$ cat config.mk
export PLATFORM = sky130hd
export DESIGN_NAME = multicycle_alu
export DESIGN_NICKNAME = d
export VERILOG_FILES = /design/src/rtl/multicycle_alu.sv
export SDC_FILE = /design/constraint.sdc
export NUM_CORES = 1
export LEC_CHECK = 0
export BUFFER_PORTS_ARGS = -buffer_cell sky130_fd_sc_hd__buf_2
export CAP_MARGIN = 20
export CELL_PAD_IN_SITES_DETAIL_PLACEMENT = 1
export CELL_PAD_IN_SITES_GLOBAL_PLACEMENT = 1
export CORE_MARGIN = 4
export CORE_UTILIZATION = 45
export DETAILED_ROUTE_END_ITERATION = 7
export PLACE_DENSITY_LB_ADDON = 0.1
export SLEW_MARGIN = 25
export SYNTH_ARGS = -nofsm -noshare
export SYNTH_HDL_FRONTEND = slang
export SYNTH_SLANG_ARGS = --single-unit
$ cat constraint.sdc
create_clock -name clk -period 5.2 [get_ports clk]
set_input_delay 0.78 -clock clk [delete_from_list [all_inputs] [get_ports clk]]
set_output_delay 0.78 -clock clk [all_outputs]
set_load 0.005 [all_outputs]
$ cat src/rtl/multicycle_alu.sv
// Multi-cycle ALU execution unit.
// Logic, arithmetic and compare ops finish in two cycles; shifts iterate one bit
// per cycle through the latched B operand so no barrel shifter is needed.
// Start/Busy/Done handshake: Start is sampled only in IDLE, Done pulses in FIN.
module multicycle_alu #(
  parameter int WIDTH   = 32,
  parameter int SHAMT_W = 5
) (
  input  logic               clk,
  input  logic               rst_n,
  input  logic               Start,
  input  logic [3:0]         ALU_Control,
  input  logic [WIDTH-1:0]   A,
  input  logic [WIDTH-1:0]   B,
  input  logic [SHAMT_W-1:0] Shamt,
  output logic               Busy,
  output logic               Done,
  output logic [WIDTH-1:0]   Result,
  output logic               Zero,
  output logic               Overflow,
  output logic               IllegalOp
);

  typedef enum logic [1:0] {IDLE, EXEC, SHIFT, FIN} state_t;

  state_t             state_q, state_d;
  logic [WIDTH-1:0]   opA_q, opA_d;
  logic [WIDTH-1:0]   opB_q, opB_d;
  logic [3:0]         op_q, op_d;
  logic [SHAMT_W-1:0] count_q, count_d;
  logic [WIDTH-1:0]   result_q, result_d;
  logic               zero_q, zero_d;
  logic               ovf_q, ovf_d;
  logic               illegal_q, illegal_d;

  logic [WIDTH-1:0]   sum, diff, shiftVal;
  logic [WIDTH-1:0]   execResult;
  logic               execOvf, execIllegal;

  assign sum      = opA_q + opB_q;
  assign diff     = opA_q - opB_q;
  assign shiftVal = (op_q == 4'd3) ? {opB_q[WIDTH-2:0], 1'b0}
                                   : {1'b0, opB_q[WIDTH-1:1]};

  // Single-step result of the latched op; shift codes only get here with Shamt=0.
  always_comb begin
    execResult  = '0;
    execOvf     = 1'b0;
    execIllegal = 1'b0;
    case (op_q)
      4'd1: begin
        execResult = sum;
        execOvf    = (opA_q[WIDTH-1] == opB_q[WIDTH-1]) &&
                     (sum[WIDTH-1] != opA_q[WIDTH-1]);
      end
      4'd2: begin
        execResult = diff;
        execOvf    = (opA_q[WIDTH-1] != opB_q[WIDTH-1]) &&
                     (diff[WIDTH-1] != opA_q[WIDTH-1]);
      end
      4'd3, 4'd4: execResult = opB_q;
      4'd5: execResult = opA_q & opB_q;
      4'd6: execResult = opA_q | opB_q;
      4'd7: execResult = ~(opA_q | opB_q);
      4'd8: execResult = {{(WIDTH-1){1'b0}}, (opA_q < opB_q)};
      4'd9: execResult = {{(WIDTH-1){1'b0}}, ($signed(opA_q) < $signed(opB_q))};
      default: execIllegal = 1'b1;
    endcase
  end

  // Next-state, operand latching, shift iteration and completion write-back.
  always_comb begin
    state_d   = state_q;
    opA_d     = opA_q;
    opB_d     = opB_q;
    op_d      = op_q;
    count_d   = count_q;
    result_d  = result_q;
    zero_d    = zero_q;
    ovf_d     = ovf_q;
    illegal_d = illegal_q;
    Busy      = 1'b0;
    Done      = 1'b0;
    case (state_q)
      IDLE: begin
        if (Start) begin
          opA_d   = A;
          opB_d   = B;
          op_d    = ALU_Control;
          count_d = Shamt;
          if ((ALU_Control == 4'd3 || ALU_Control == 4'd4) && (Shamt != '0))
            state_d = SHIFT;
          else
            state_d = EXEC;
        end
      end
      EXEC: begin
        Busy      = 1'b1;
        result_d  = execResult;
        zero_d    = (execResult == '0);
        ovf_d     = execOvf;
        illegal_d = execIllegal;
        state_d   = FIN;
      end
      SHIFT: begin
        Busy    = 1'b1;
        opB_d   = shiftVal;
        count_d = count_q - SHAMT_W'(1);
        if (count_q == SHAMT_W'(1)) begin
          result_d  = shiftVal;
          zero_d    = (shiftVal == '0);
          ovf_d     = 1'b0;
          illegal_d = 1'b0;
          state_d   = FIN;
        end
      end
      FIN: begin
        Done    = 1'b1;
        state_d = IDLE;
      end
      default: state_d = IDLE;
    endcase
  end

  // State and datapath registers; reset aborts any op in flight.
  always_ff @(posedge clk or negedge rst_n) begin
    if (!rst_n) begin
      state_q   <= IDLE;
      opA_q     <= '0;
      opB_q     <= '0;
      op_q      <= '0;
      count_q   <= '0;
      result_q  <= '0;
      zero_q    <= 1'b0;
      ovf_q     <= 1'b0;
      illegal_q <= 1'b0;
    end else begin
      state_q   <= state_d;
      opA_q     <= opA_d;
      opB_q     <= opB_d;
      op_q      <= op_d;
      count_q   <= count_d;
      result_q  <= result_d;
      zero_q    <= zero_d;
      ovf_q     <= ovf_d;
      illegal_q <= illegal_d;
    end
  end

  assign Result    = result_q;
  assign Zero      = zero_q;
  assign Overflow  = ovf_q;
  assign IllegalOp = illegal_q;

endmodule

==> flow_metrics.tcl, run 1 <==
set metrics [dict create \
    wl_met3_mm 2.48 \
    maxCapViolations 0 \
    fin_crit_ps 4770 \
    cts.sinks 110 \
    core_um2 24200 \
    synth_simple_gate_area_share_pct 15.7 \
    drc 0 \
    die_w_um 165 \
    synthMuxAreaShare_pct 4.49 \
    n_antenna_cell 0 \
    timing.rr.end "Zero" \
    ys_ff_latch 110 \
    syn_inst 1410 \
    fill_cells 3040 \
    numCtsBuffers 9 \
    synth_area_leaders "dfrtp_1 (25%), ha_1 (13%), o21ai_0 (6.7%)" \
    ff2ff_path_depth 15 \
    grt_pass1_vias 11500 \
    synthArstFlopShare_pct 100 \
    synth-compound-area-share_pct 31.4 \
    via_per_inst 6.36 \
    min_path_type "input port to async pin" \
    synth_fa_ha_area_share_pct 13.8 \
    final_hold_viol_count 0 \
    top_layer "met4" \
    worstPathRequired_ps 5490 \
    wl_met1_mm 19.6 \
    grt.overflow.total 0 \
    wl_met2_mm 19.6 \
    numPortBuffers 112 \
    drt_iter0_markers 912 \
    r2r_start "opB_q[3]" \
    synth_top_family_by_area "compound AO/OA/AOI/OAI gates" \
    gp_congestion 0.998 \
    die_y_um 165 \
    path_class "flop to flop" \
    clock_path_buffers 2 \
    cts_hold_buf 0 \
    crit_path_max_fanout 8 \
    yosys.area_share.xor_xnor_pct 2.77 \
    yosys.area.top_type "dfrtp_1" \
    ys.flop_type "dfrtp_1" \
    finalCritPeriodShare_pct 91.8 \
    final_common_cell "o21ai_0" \
    ys_warn_count 0 \
    outcome "finished, final reports clean" \
    start_kind "flop" \
    synth.cell_area_um2 11100 \
    fp-row-count 57 \
    max_freq_mhz 209 \
    tightest_slew_ps 910 \
    syn_to_final_growth_pct 10.7 \
    grt_max_degree 70 \
    ys_seq_area_share_pct 24.9 \
    cts_tree "done" \
    crit_arrival_ps 5060 \
    io_pins 113 \
    r2r_setup_slack_ps 430 \
    slew_viol_final 0 \
    antenna_left 0 \
    routedWlPerCell_um 23.8 \
    multiInputGateArea_um2 7610 \
    cts-htree-levels 3 \
    dpl.hpwl_mm 32.1 \
    slew_headroom_pct 39.0 \
    setup_tns_ps 0 \
    fin_skew_ps 15.9 \
    post_cts_buffers 0 \
    synth_top_area_share_pct 24.9 \
    dr_total_vias 11400 \
    cts-root-buf "clkbuf_16" \
    yosysUniqueCellTypes 83 \
    post_cts_resized 0 \
    cp-end-kind "flop" \
    synth-edff-count 0 \
    final_cell_mix "o21ai_0 (148), nand2_1 (141), ha_1 (118)" \
    syn_nets 1607 \
    start_util_pct 45.7 \
    hold_ws_ps 460 \
    seq_area_um2 2750 \
    dieArea_um2 27200 \
    clkLatencyLatePin_ps 380 \
    wl_mm 42.8 \
    grt_antenna_before_repair 1 \
    grt_usage_pct 31.4 \
    rsz0062_at_grt "no" \
    layout-drive-gt1-share_pct 15.2 \
    dr.pass1.iters 5 \
    final_net_count 1663 \
    syn_avg_cell_area_um2 7.85 \
    clk_pin_slew_ps 90 \
    grt_pass1_wl_mm 66.8 \
    setup_viol 0 \
]
synth_stat cells (all sizes together) (6+ instances only):
library cell,n
nand2,143
buf,28
nor2,90
o211ai,39
mux2i,8
o21ai,160
a211oi,18
a21oi,108
nor2b,11
a22oi,25
a211o,8
nand3,21
mux2,37
o31a,6
o31ai,23
clkbuf,67
ha,119
inv,105
o211a,6
o221ai,6
xnor2,35
dfrtp,110
nor4,15
and3,7
a221oi,10
nand2b,6
a2111oi,7
a22o,13
or3,10
o22ai,7
nor3,26
nand4,12
a21o,15
a221o,10
o21a,6
o21bai,10
or4,6
logic make-up after synthesis:
kind of cell | count (synthesis)
adder cells (fa/ha/maj) | 121
flip-flops | 110
multiplexers | 45
AND/OR/NAND/NOR | 371
buffers and inverters | 200
XOR/XNOR | 35
AO/OA/AOI/OAI | 528
layer usage:
layer	vias to the layer above	track usage (%)
li1	5262	-
met3	52	3.14
met1	5723	44.6
met2	387	50.8
met4	0	9.11
met5	-	0
worst max-delay path by stage:
stage             start  endpoint  cells after the start
6_report       opB_q[3]      Zero                     15
2_1_floorplan  opB_q[3]      Zero                     15
5_1_grt        opB_q[3]      Zero                     15
3_5_place_dp   opB_q[5]      Zero                     14
3_3_place_gp   opB_q[5]      Zero                     14
4_1_cts        opB_q[5]      Zero                     14
sequential cells by signal (all words and copies together), names as in the netlist:
name	flops
Result	32
opA_q	32
opB_q	32
count_q	5
op_q	4
state_q	2
IllegalOp	1
Overflow	1
Zero	1
cell type report:
class	count	share of cell area [%]
sequential	110	22.5
tap	324	3.31
clock buffer	9	1.84
clock inverter	7	0.704
inverter	105	3.21
multi-input combinational	1100	62.1
timing repair buffer	140	6.41
critical path, stage by stage, from the launching register on:
cell       delay, ps
dfrtp_1          490
inv_1            130
ha_1             450
inv_1            130
a311oi_1         760
a2111oi_0        250
buf_4            210
nor3b_1          300
xnor2_1          160
o221ai_1         170
a211oi_1         250
nand4b_1         170
nor4_1           340
nand4_1          160
or4_1            470
o31ai_1          240
metrics by stage:
stage | instances | setup WS [ps] | utilization (%) | cell area, um^2
final | 1795 | 426 | 50.6 | 12300
after detailed placement | 1779 | 514 | 49.3 | 11900
after floorplan | 1410 | 1450 | - | 11100
after global routing | 1795 | 74.3 | 50.6 | 12300
after CTS | 1795 | 482 | 50.6 | 12300
after global placement | 1779 | 609 | 49.3 | 11900
Power of run 1 is left out: the tool's default activity adds up to more than one toggle a clock period on the data nets, which glitch-free logic cannot reach.
==> run 2, diff against run 1 <==
Settings changed: CORE_UTILIZATION 45 to 40.
==> run 2 against run 1 <==
  * Register-to-register slack got worse by 130 ps
  * Clock skew decreased by 2.9 ps
  * Setup slack got worse by 130 ps
  * Count of clock-buffer cells in the layout increased by 2
  * Routed wire length about the same
  * Critical path type unchanged
  * Flip-flop and latch count unchanged
  * Worst hold slack improved by 16 ps
  * Via count decreased by 1.1%
  * Cell area increased by 0.37%
==> flow_metrics.tcl, run 2 (same netlist as run 1, synthesis figures left out) <==
set metrics [dict create \
    clock_path_buffers 2 \
    maxCapViolations 0 \
    final_common_cell "o21ai_0" \
    dieArea_um2 30400 \
    start_kind "flop" \
    numCtsBuffers 9 \
    fin_skew_ps 13.0 \
    setup_tns_ps 0 \
    grt_pass1_wl_mm 68.2 \
    drt_iter0_markers 930 \
    ff2ff_path_depth 14 \
    post_cts_buffers 0 \
    gp_congestion 0.950 \
    core_um2 27100 \
    cp-end-kind "flop" \
    die_w_um 174 \
    cts-htree-levels 3 \
    outcome "finished, final reports clean" \
    numPortBuffers 112 \
    grt_usage_pct 27.9 \
    grt_max_degree 84 \
    fp-row-count 60 \
    fill_cells 3331 \
    cts.sinks 110 \
    fin_crit_ps 4900 \
    dpl.hpwl_mm 32.0 \
    crit_path_max_fanout 15 \
    hold_start "Result[9]" \
    worstPathRequired_ps 5480 \
    antenna_left 0 \
    timing.rr.end "Zero" \
    slew_viol_final 0 \
    min_path_type "flop to flop" \
    io_pins 113 \
    crit_arrival_ps 5190 \
    dr.pass1.iters 5 \
    rsz0062_at_grt "no" \
    layout-drive-gt1-share_pct 14.9 \
    clkLatencyLatePin_ps 380 \
    setup_viol 0 \
    hold_depth 2 \
    final_hold_viol_count 0 \
    hold_end "Result[9]" \
    grt.overflow.total 0 \
    cts_hold_buf 0 \
    final_net_count 1660 \
    cts-root-buf "clkbuf_16" \
    wl_mm 42.8 \
    cts_tree "done" \
    dr_total_vias 11300 \
    start_util_pct 40.9 \
    syn_to_final_growth_pct 11.1 \
    clk_pin_slew_ps 80 \
    path_class "flop to flop" \
    die_y_um 174 \
    finalCritPeriodShare_pct 94.3 \
    slew_headroom_pct 35.2 \
    drc 0 \
    r2r_setup_slack_ps 300 \
    r2r_start "opB_q[5]" \
    final_cell_mix "o21ai_0 (148), nand2_1 (141), ha_1 (118)" \
    via_per_inst 6.14 \
    n_antenna_cell 0 \
    post_cts_resized 0 \
    grt_pass1_vias 11700 \
    routedWlPerCell_um 23.3 \
    max_freq_mhz 204 \
    grt_antenna_before_repair 0 \
    tightest_slew_ps 966 \
]
run 2: worst max path at each step:
stage	startpoint	end	slack [ps]	cells after the start
final	opB_q[5]	Zero	300	14
after global routing	opB_q[5]	Zero	2	14
after CTS	opB_q[5]	Zero	370	14
after detailed placement	opB_q[5]	Zero	430	14
after global placement	opB_q[5]	Zero	550	14
after floorplan	opB_q[3]	Zero	1450	15
run 2: layout make-up:
class	instances	area, um^2	share of cell area (%)
Clock buffer	11	243	1.97
Clock inverter	5	57.6	0.468
Inverter	105	394	3.20
Multi-Input combinational cell	1100	7610	61.9
Sequential cell	110	2750	22.4
Tap cell	372	465	3.78
Timing Repair Buffer	137	776	6.30
run 2: routing by layer:
layer | part of all wire, % | GRT usage, % | vias to the layer above | wire [um]
met2 | 46 | 44.8 | 356 | 19600
met5 | 0 | 0 | - | 0
met4 | 2.2 | 7.23 | 0 | 960
li1 | - | - | 5237 | -
met1 | 47 | 39.5 | 5646 | 20100
met3 | 5.1 | 3.81 | 55 | 2200
run 2: per-stage QoR:
stage | hold slack [ps] | area (um^2) | setup slack, ps | instances | utilization, %
global placement | 445 | 12000 | 550 | 1824 | 44.3
detailed placement | 460 | 12000 | 430 | 1824 | 44.3
finish | 476 | 12300 | 296 | 1840 | 45.4
CTS | 478 | 12300 | 374 | 1840 | 45.4
global route | 506 | 12300 | 2.18 | 1840 | 45.4
floorplan | 463 | 11100 | 1450 | 1410 | -
run 2: worst max-delay path, stage by stage (launching register included):
cell      delay (ps)
dfrtp_1          470
inv_1            120
ha_1             500
and2_1           310
a221o_1          370
o21ai_1          200
nand4b_1         150
a41oi_1          520
nor2_1            80
a211o_1          280
a222oi_1         520
nor4bb_1         370
nand4_1          160
or4_1            460
o31ai_1          270
Power of run 2 is left out for the same reason.
